`src/rtl/aww_types_pkg.sv`:
```
// aww_types_pkg: shared pipeline types, hazard FSM state and the load-use detect helper.
package aww_types_pkg;
    localparam int REGW_C = 5;
    localparam int CNTW_C = 32;
    typedef enum logic [1:0] {RUN, FLUSH, HALTED} hazard_state_t;
    function automatic logic is_load_use(
        input logic              memread,
        input logic [REGW_C-1:0] wsel,
        input logic [REGW_C-1:0] rs,
        input logic [REGW_C-1:0] rt
    );
        return memread && (wsel != '0) && ((wsel == rs) || (wsel == rt));
    endfunction
endpackage

```
`src/rtl/hazard_perf.sv`:
```
// hazard_perf: saturating event counters for hazard_ctrl, used only when HAZARD_PERF_EN is defined.
module hazard_perf #(
    parameter int CNTW = 32
) (
    input  logic            CLK,
    input  logic            nRST,
    input  logic            in_run,
    input  logic            ev_dstall,
    input  logic            ev_lu,
    input  logic            ev_redir,
    output logic [CNTW-1:0] cyc_cnt,
    output logic [CNTW-1:0] dstall_cnt,
    output logic [CNTW-1:0] lu_cnt,
    output logic [CNTW-1:0] redir_cnt
);
    // Every event is qualified by in_run, so the bank freezes in FLUSH/HALTED.
    always_ff @(posedge CLK or negedge nRST) begin
        if (!nRST) begin
            cyc_cnt    <= '0;
            dstall_cnt <= '0;
            lu_cnt     <= '0;
            redir_cnt  <= '0;
        end else begin
            if (in_run && cyc_cnt != '1) cyc_cnt <= cyc_cnt + 1'b1;
            if (in_run && ev_dstall && dstall_cnt != '1) dstall_cnt <= dstall_cnt + 1'b1;
            if (in_run && ev_lu && lu_cnt != '1) lu_cnt <= lu_cnt + 1'b1;
            if (in_run && ev_redir && redir_cnt != '1) redir_cnt <= redir_cnt + 1'b1;
        end
    end
endmodule

```
`src/rtl/hazard_ctrl.sv`:
```
// hazard_ctrl: pipeline register-bank enables, stall/flush resolution and halt/dcache-flush sequencing.
// Optional perf counters via `define HAZARD_PERF_EN.
module hazard_ctrl
    import aww_types_pkg::*;
#(
    parameter int REGW = REGW_C,
    parameter int CNTW = CNTW_C
) (
    input  logic            CLK,
    input  logic            nRST,
    input  logic            ihit,
    input  logic            dhit,
    input  logic            mem_dREN,
    input  logic            mem_dWEN,
    input  logic            idex_memread,
    input  logic [REGW-1:0] idex_wsel,
    input  logic [REGW-1:0] ifid_rs,
    input  logic [REGW-1:0] ifid_rt,
    input  logic            id_redirect,
    input  logic            memwb_halt,
    input  logic            dflush_done,
    output logic            WEN,
    output logic            ifid_WEN,
    output logic            ifid_FLUSH,
    output logic            pc_WEN,
    output logic            idex_bubble,
    output logic            dflush_req,
    output logic            halt
`ifdef HAZARD_PERF_EN
   ,output logic [CNTW-1:0] cyc_cnt,
    output logic [CNTW-1:0] dstall_cnt,
    output logic [CNTW-1:0] lu_cnt,
    output logic [CNTW-1:0] redir_cnt
`endif
);
    hazard_state_t state;
    logic dstall, lu, in_run, adv, fwd;
    assign dstall = (mem_dREN || mem_dWEN) && !dhit;
    assign lu     = is_load_use(idex_memread, REGW_C'(idex_wsel), REGW_C'(ifid_rs), REGW_C'(ifid_rt));
    // Outputs are gated by nRST so everything reads 0 while reset is held.
    assign in_run = nRST && state == RUN;
    assign adv    = in_run && !dstall && !memwb_halt;
    assign fwd    = adv && !lu;
    always_comb begin
        WEN         = adv;
        idex_bubble = adv && lu;
        pc_WEN      = fwd && (id_redirect || ihit);
        ifid_WEN    = fwd && !id_redirect && ihit;
        ifid_FLUSH  = fwd && (id_redirect || !ihit);
        dflush_req  = nRST && state == FLUSH;
        halt        = nRST && state == HALTED;
    end
    always_ff @(posedge CLK or negedge nRST) begin
        if (!nRST) state <= RUN;
        else state <= (state == RUN && memwb_halt && !dstall) ? FLUSH :
                      (state == FLUSH && dflush_done) ? HALTED : state;
    end
`ifdef HAZARD_PERF_EN
    hazard_perf #(.CNTW(CNTW)) u_perf (
        .CLK        (CLK),
        .nRST       (nRST),
        .in_run     (in_run),
        .ev_dstall  (dstall),
        .ev_lu      (adv && lu),
        .ev_redir   (fwd && id_redirect),
        .cyc_cnt    (cyc_cnt),
        .dstall_cnt (dstall_cnt),
        .lu_cnt     (lu_cnt),
        .redir_cnt  (redir_cnt)
    );
`else
    logic unused_cntw;
    assign unused_cntw = ^CNTW;
`endif
endmodule

```
`config.mk`:
```
export PLATFORM = sky130hd
export DESIGN_NAME = hazard_ctrl
export DESIGN_NICKNAME = d
export VERILOG_FILES = /design/src/rtl/aww_types_pkg.sv /design/src/rtl/hazard_perf.sv /design/src/rtl/hazard_ctrl.sv
export SDC_FILE = /design/constraint.sdc
export NUM_CORES = 1
export LEC_CHECK = 0
export CORE_AREA = 5 5 42 44
export DETAILED_ROUTE_END_ITERATION = 16
export DIE_AREA = 0 0 47 49
export PLACE_DENSITY = 0.7
export SLEW_MARGIN = 20
export SYNTH_ARGS = -nofsm -noshare
export SYNTH_HDL_FRONTEND = slang
export SYNTH_SLANG_ARGS = --single-unit
```
`constraint.sdc`:
```
create_clock -name CLK -period 2 [get_ports CLK]
set_input_delay 0.4 -clock CLK [delete_from_list [all_inputs] [get_ports CLK]]
set_output_delay 0.4 -clock CLK [all_outputs]
set_load 0.05 [all_outputs]
```
==> metrics.txt, run 1 <==
outcome=finished, violations left; failing checks=setup timing; Worst Path Buf+Inv=3; Finish-stage setup viols=4; number of global-route vias before repair=roughly 460; Yosys cell types=21; max FFs per register=2; Area Growth Syn to Fin=198.3%; CP arrival=1.67 ns; GRT overflow=0; PD cells=372.5 nW/um^2; critical path endpoint category=output pin; Mapped Nets=62; Row Count=14; initial antenna violation count=0; number of vias in the routed layout=450; DRC=0; Die W=47 microns; Syn Inst Count=37; Syn Area/Cell=~8.1 sq um; area leader, netlist=xnor2_1; largest net degree at the start of global routing=5; wire per inst=12.41 microns; Area contributors post-synth=xnor2_1 (29%), dfrtp_1 (17%), nor4b_4 (7.9%), a21oi_1 (5.0%), nand2_1 (3.7%); Static Leak=0.3922 nW; via/cell ratio=~4.6; reg2reg path depth=3; Hold-fix buffers, CTS=0; initial core utilization=21.52%; Slew HR=84.11%; Async S/R FF share, synth=100.0%; full die area=2303 sq um; worst hold path type=in2async; Hold Worst Slack=0.1162 ns; Post-Syn Area=between 300 and 400 sq um; Worst R2R Setup Slack=1.04 ns; Layout Nets=109; Worst Tran Pin Value=roughly 0.24 ns; critical path startpoint category=primary input; Max FO, Critical Path=4; Synth Warn #=0; Clock Sinks=2; violation count after the first detailed-route iteration=2; Max Slew Vio Count=0; TritonCTS clock tree=yes; CP Cell Sequence=clkdlybuf4s15_1 > o21ba_4 > nor4b_4 > buf_4 > o21ai_4 > a21oi_4 > buf_12; sequential element share of the synthesized area=16.60%; WS Path Type=in2out; post-layout util=approximately 64%; Total Routing Usage GR=11.18%; Max Freq=482.1 MHz; maximum vdd ir drop=0.0004492 V; largest registers=state (2); Die Y=49 microns; clock tree buffer depth=2; Most flops, register=state; worst flop-to-flop path endpoint=state[0]; Post-Route WL=1216 microns; Routed Antenna Nets=0; CTS buffer count=3; final hold vios=0; count leader, synth=xnor2_1; Core Area=1401 sq um; total power=0.3351 mW; first-pass GRT wire length=about 1900 microns; PortBufs=31; H-tree levels=1; Initial DRT Pass Iterations=4; Worst Skew=0.004930 ns; CP max stage cell=nor4b_4; slack of the critical path=-0.07417 ns; final worst path period need=2.074 ns; later-pin clock latency in the skew report=between 0.2 and 0.25 ns; clk slew on worst S/H paths=roughly 0.03 ns; I/O pin total=32; Crit path max-delay family=buffers and inverters; layout cells sized above 1=48.78%; n_diodes=0; share of the synthesized area in the top cell type=29.05%; Final Wtd Congestion=a little over 0.6; dominant synthesized flop cell=dfrtp_1; pre-CTS setup slack=-0.4680 ns; fin crit share=103.7%; r2r startpoint=state[1]; final setup TNS=-0.2455 ns; Seq cells post-synth=2; synth cell count leaders=xnor2_1 (10), a21oi_1 (3), nand2_1 (3); Post-synth EDFFs=0; Clock Tree Root=clkbuf_4; unrepaired setup endpoints after global routing=true; Worst Path Required=1.60 ns; Max-cap violations=0; HPWL after DPL=936.3 microns; CP max stage delay=0.30 ns
cell usage in the layout, fill, tap and decap left out, types with 2 or more instances in the layout:
| cell | count |
|---|---|
| buf_2 | 3 |
| dlymetal6s2s_1 | 2 |
| nor2_1 | 2 |
| a21oi_4 | 3 |
| dlygate4sd2_1 | 12 |
| clkdlybuf4s15_1 | 2 |
| dfrtp_1 | 2 |
| clkbuf_4 | 3 |
| clkdlybuf4s50_1 | 4 |
| xnor2_2 | 2 |
| buf_4 | 9 |
| buf_6 | 2 |
| buf_12 | 7 |
| o21ai_4 | 2 |
| nand2_1 | 3 |
| xnor2_1 | 8 |
how the worst max path moves through the flow:
stage	to	cells after the start	slack (ns)	startpoint
floorplan	ifid_FLUSH	4	-0.34	mem_dWEN
global placement	idex_bubble	5	-0.46	idex_wsel[1]
detailed placement	idex_bubble	5	-0.47	idex_wsel[1]
CTS	pc_WEN	6	-0.1	state[1]
global route	pc_WEN	6	-0.16	state[1]
finish	pc_WEN	7	-0.07	mem_dWEN
per-layer routing:
metal,vias up,share of wire [%],track usage [%]
met1,207,31,9.190
met5,-,0,0
li1,222,-,-
met2,21,54,20.81
met4,0,0,2.765
met3,0,14,7.011
where the power goes:
group	switching, mW	total (mW)	internal, mW
registers	0.00630	0.0567	0.0504
clock network	0.0229	0.0891	0.0662
logic	0.0852	0.189	0.104
total	0.114	0.335	0.221
through the flow:
| stage | instance area (sq um) | cells |
|---|---|---|
| floorplan | 342.8 | 37 |
| global placement | 795.8 | 91 |
| detailed placement | 795.8 | 91 |
| CTS | 858.3 | 97 |
| global route | 899.6 | 98 |
| finish | 899.6 | 98 |
kinds of logic after synthesis:
logic type | share of synthesized area, %
compound gates | 21.58
xor+xnor | 29.04
buf+inv | 1.244
flops | 16.60
simple gates | 31.54
repair_timing:
item                                   4_1_cts  5_1_grt
gates resized for setup                     39       10
setup endpoints to repair                    5        5
pin swaps                                   23        7
buffers inserted                             3        1
endpoints found under the hold margin        0        0
area by class of cell:
cell class | count | area [sq um]
fillers | 119 | 501.7
repair buffers | 42 | 440.4
multi-input cells | 34 | 362.8
flip-flops and latches | 2 | 50.05
clock buffers | 3 | 22.52
well taps | 16 | 20.02
inverters | 1 | 3.754
(Power assumes the default switching activity.)
==> inputs of run 2 (changes only) <==
--- a/config.mk
+++ b/config.mk
@@ -8,7 +8,7 @@
 export CORE_AREA = 5 5 42 44
 export DETAILED_ROUTE_END_ITERATION = 16
 export DIE_AREA = 0 0 47 49
-export PLACE_DENSITY = 0.7
+export PLACE_DENSITY = 0.79
 export SLEW_MARGIN = 20
 export SYNTH_ARGS = -nofsm -noshare
 export SYNTH_HDL_FRONTEND = slang
==> metrics.txt, run 2 (synthesis results as in run 1) <==
Max FO, Critical Path=4 (unchanged); wire per inst=11.92 microns (was 12.41 microns); Seq pwr share=17.3% (was 16.9%); n_diodes=0 (unchanged); Worst Tran Pin Value=0.2668 ns (was 0.2374 ns); HPWL after DPL=1033 microns (was 936.3 microns); combinational power share=55.8% (was 56.5%); slack of the critical path=-0.05722 ns (was -0.07417 ns); initial antenna violation count=0 (unchanged); largest net degree at the start of global routing=5 (unchanged); critical path startpoint category=primary input (unchanged); Die Y=49 microns (unchanged); maximum vdd ir drop=0.0004527 V (was 0.0004492 V); clock tree buffer depth=2 (unchanged); Finish-stage setup viols=4 (unchanged); full die area=2303 sq um (unchanged); CP max stage cell=or4_4 (was nor4b_4); fin crit share=102.9% (was 103.7%); final setup TNS=-0.1754 ns (was -0.2455 ns); number of global-route vias before repair=519 (was 461); later-pin clock latency in the skew report=0.22 ns (about the same); Max-cap violations=0 (unchanged); Area Growth Syn to Fin=192.5% (was 198.3%); unrepaired setup endpoints after global routing=true (unchanged); PD cells=365.7 nW/um^2 (was 372.5 nW/um^2); Filler cells=115 (was 119); critical path endpoint category=output pin (unchanged); max FFs per register=2 (unchanged); layout cells sized above 1=42.17% (was 48.78%); TritonCTS clock tree=yes (unchanged); Layout Cells excl Fill=99 (was 98); Static Leak=0.3686 nW (was 0.3922 nW); Post-Route WL=1180 microns (was 1216 microns); Worst Path Buf+Inv=2 (was 3); Hold-fix buffers, CTS=0 (unchanged); clk slew on worst S/H paths=0.03 ns (about the same); Clk pwr share=26.9% (was 26.6%); CP Launch Point=idex_wsel[4] (was mem_dWEN); Internal=0.2217 mW (was 0.2207 mW); Worst Path Required=1.60 ns (about the same); I/O pin total=32 (unchanged); commonest non-fill, non-tap cell in the layout=clkdlybuf4s50_1 (was dlygate4sd2_1); Row Count=14 (unchanged); CP max stage delay=0.42 ns (was 0.30 ns); Slew HR=82.14% (was 84.11%); Max Freq=486.1 MHz (was 482.1 MHz); worst hold path type=in2async (unchanged); dpl cells=92 (was 91); Clock Sinks=2 (unchanged); first-pass GRT wire length=1890 microns (was 1876 microns); H-tree levels=1 (unchanged); Crit path max-delay family=simple AND/OR/NAND/NOR gates (was buffers and inverters); Max Slew Vio Count=0 (unchanged); number of vias in the routed layout=455 (was 450); Switch Pwr=0.1009 mW (was 0.1144 mW); Layout Nets=110 (was 109); r2r startpoint=state[0] (was state[1]); Routed Antenna Nets=0 (unchanged); Final Wtd Congestion=0.6557 (was 0.6040); final worst path period need=2.057 ns (was 2.074 ns); Worst Skew=0.005602 ns (was 0.004930 ns); outcome=finished, violations left (unchanged); largest registers=state (2) (unchanged); violation count after the first detailed-route iteration=1 (was 2); Core Area=1401 sq um (unchanged); Initial DRT Pass Iterations=2 (was 4); initial core utilization=21.52% (unchanged); Most flops, register=state (unchanged); PortBufs=31 (unchanged); CP Cell Sequence=dlygate4sd2_1 > or4_4 > o21a_4 > and3_4 > buf_12 (was clkdlybuf4s15_1 > o21ba_4 > nor4b_4 > buf_4 > o21ai_4 > a21oi_4 > buf_12); Clock Tree Root=clkbuf_4 (unchanged); via/cell ratio=4.596 (was 4.592); Die W=47 microns (unchanged); GRT overflow=0 (unchanged); Total Routing Usage GR=10.84% (was 11.18%); most frequent cells in the layout=clkdlybuf4s50_1 (11), xnor2_1 (10), buf_4 (10) (was dlygate4sd2_1 (12), buf_4 (9), xnor2_1 (8)); final hold vios=0 (unchanged); sw frac=31.26% (was 34.15%); CTS buffer count=3 (unchanged); DRC=0 (unchanged); CP arrival=1.66 ns (was 1.67 ns); failing checks=setup timing (unchanged); WS Path Type=in2out (unchanged)
-- run 2: power by group through the flow --
stage	clock (mW)	combinational (mW)	sequential, mW
detailed placement	0	0.163	0.0612
CTS	0.0903	0.182	0.0547
finish	0.0869	0.180	0.0557
global route	0.0967	0.194	0.0558
floorplan	0	0.0660	0.0588
global placement	0	0.161	0.0607
-- run 2: worst paths after layout --
path	to	slack [ns]	depth (start not counted)
worst max-delay path	idex_bubble	-0.06	5
worst min-delay path	state[0]	0.12	2
max in group asynchronous	state[1]	1.78	2
min in group CLK	state[1]	0.59	2
worst min register to register	state[1]	0.59	2
worst max register to register	state[0]	1.05	3
-- run 2: what timing repair did --
item                                    in CTS  in global routing
endpoints found under the setup margin       5                  5
resized for setup                           27                  5
buffers inserted                             5                  0
pin swaps                                   10                  6
-- run 2: final cells by class --
| cell class | instances | area, sq um | share of cell area [%] |
|---|---|---|---|
| multi-input cells | 34 | 324.1 | 36.74 |
| flip-flops and latches | 2 | 50.05 | 5.674 |
| inverters | 1 | 3.754 | 0.4255 |
| well taps | 16 | 20.02 | 2.270 |
| repair buffers | 43 | 461.7 | 52.34 |
| clock buffers | 3 | 22.52 | 2.553 |
-- run 2: per-layer routing --
layer	vias to the layer above	GRT usage [%]	part of all wire, %
met3	0	7.011	17
met4	0	2.765	0
met2	25	20.59	53
met1	206	8.333	30
met5	-	0	0
li1	224	-	-
-- run 2: through the flow --
stage                     power (mW)  util [%]  hold slack (ns)  setup WS, ns  instance area, sq um
after floorplan               0.1247         -           0.1044       -0.3423                 342.8
after global placement        0.2218     57.32           0.4973       -0.4626                 803.3
after detailed placement      0.2237     57.32           0.5246       -0.4932                 803.3
after CTS                     0.3271     61.79           0.4826      -0.09664                 865.8
after global routing          0.3461     62.95           0.1278       -0.1329                 882.1
final                         0.3226     62.95           0.1157      -0.05722                 882.1
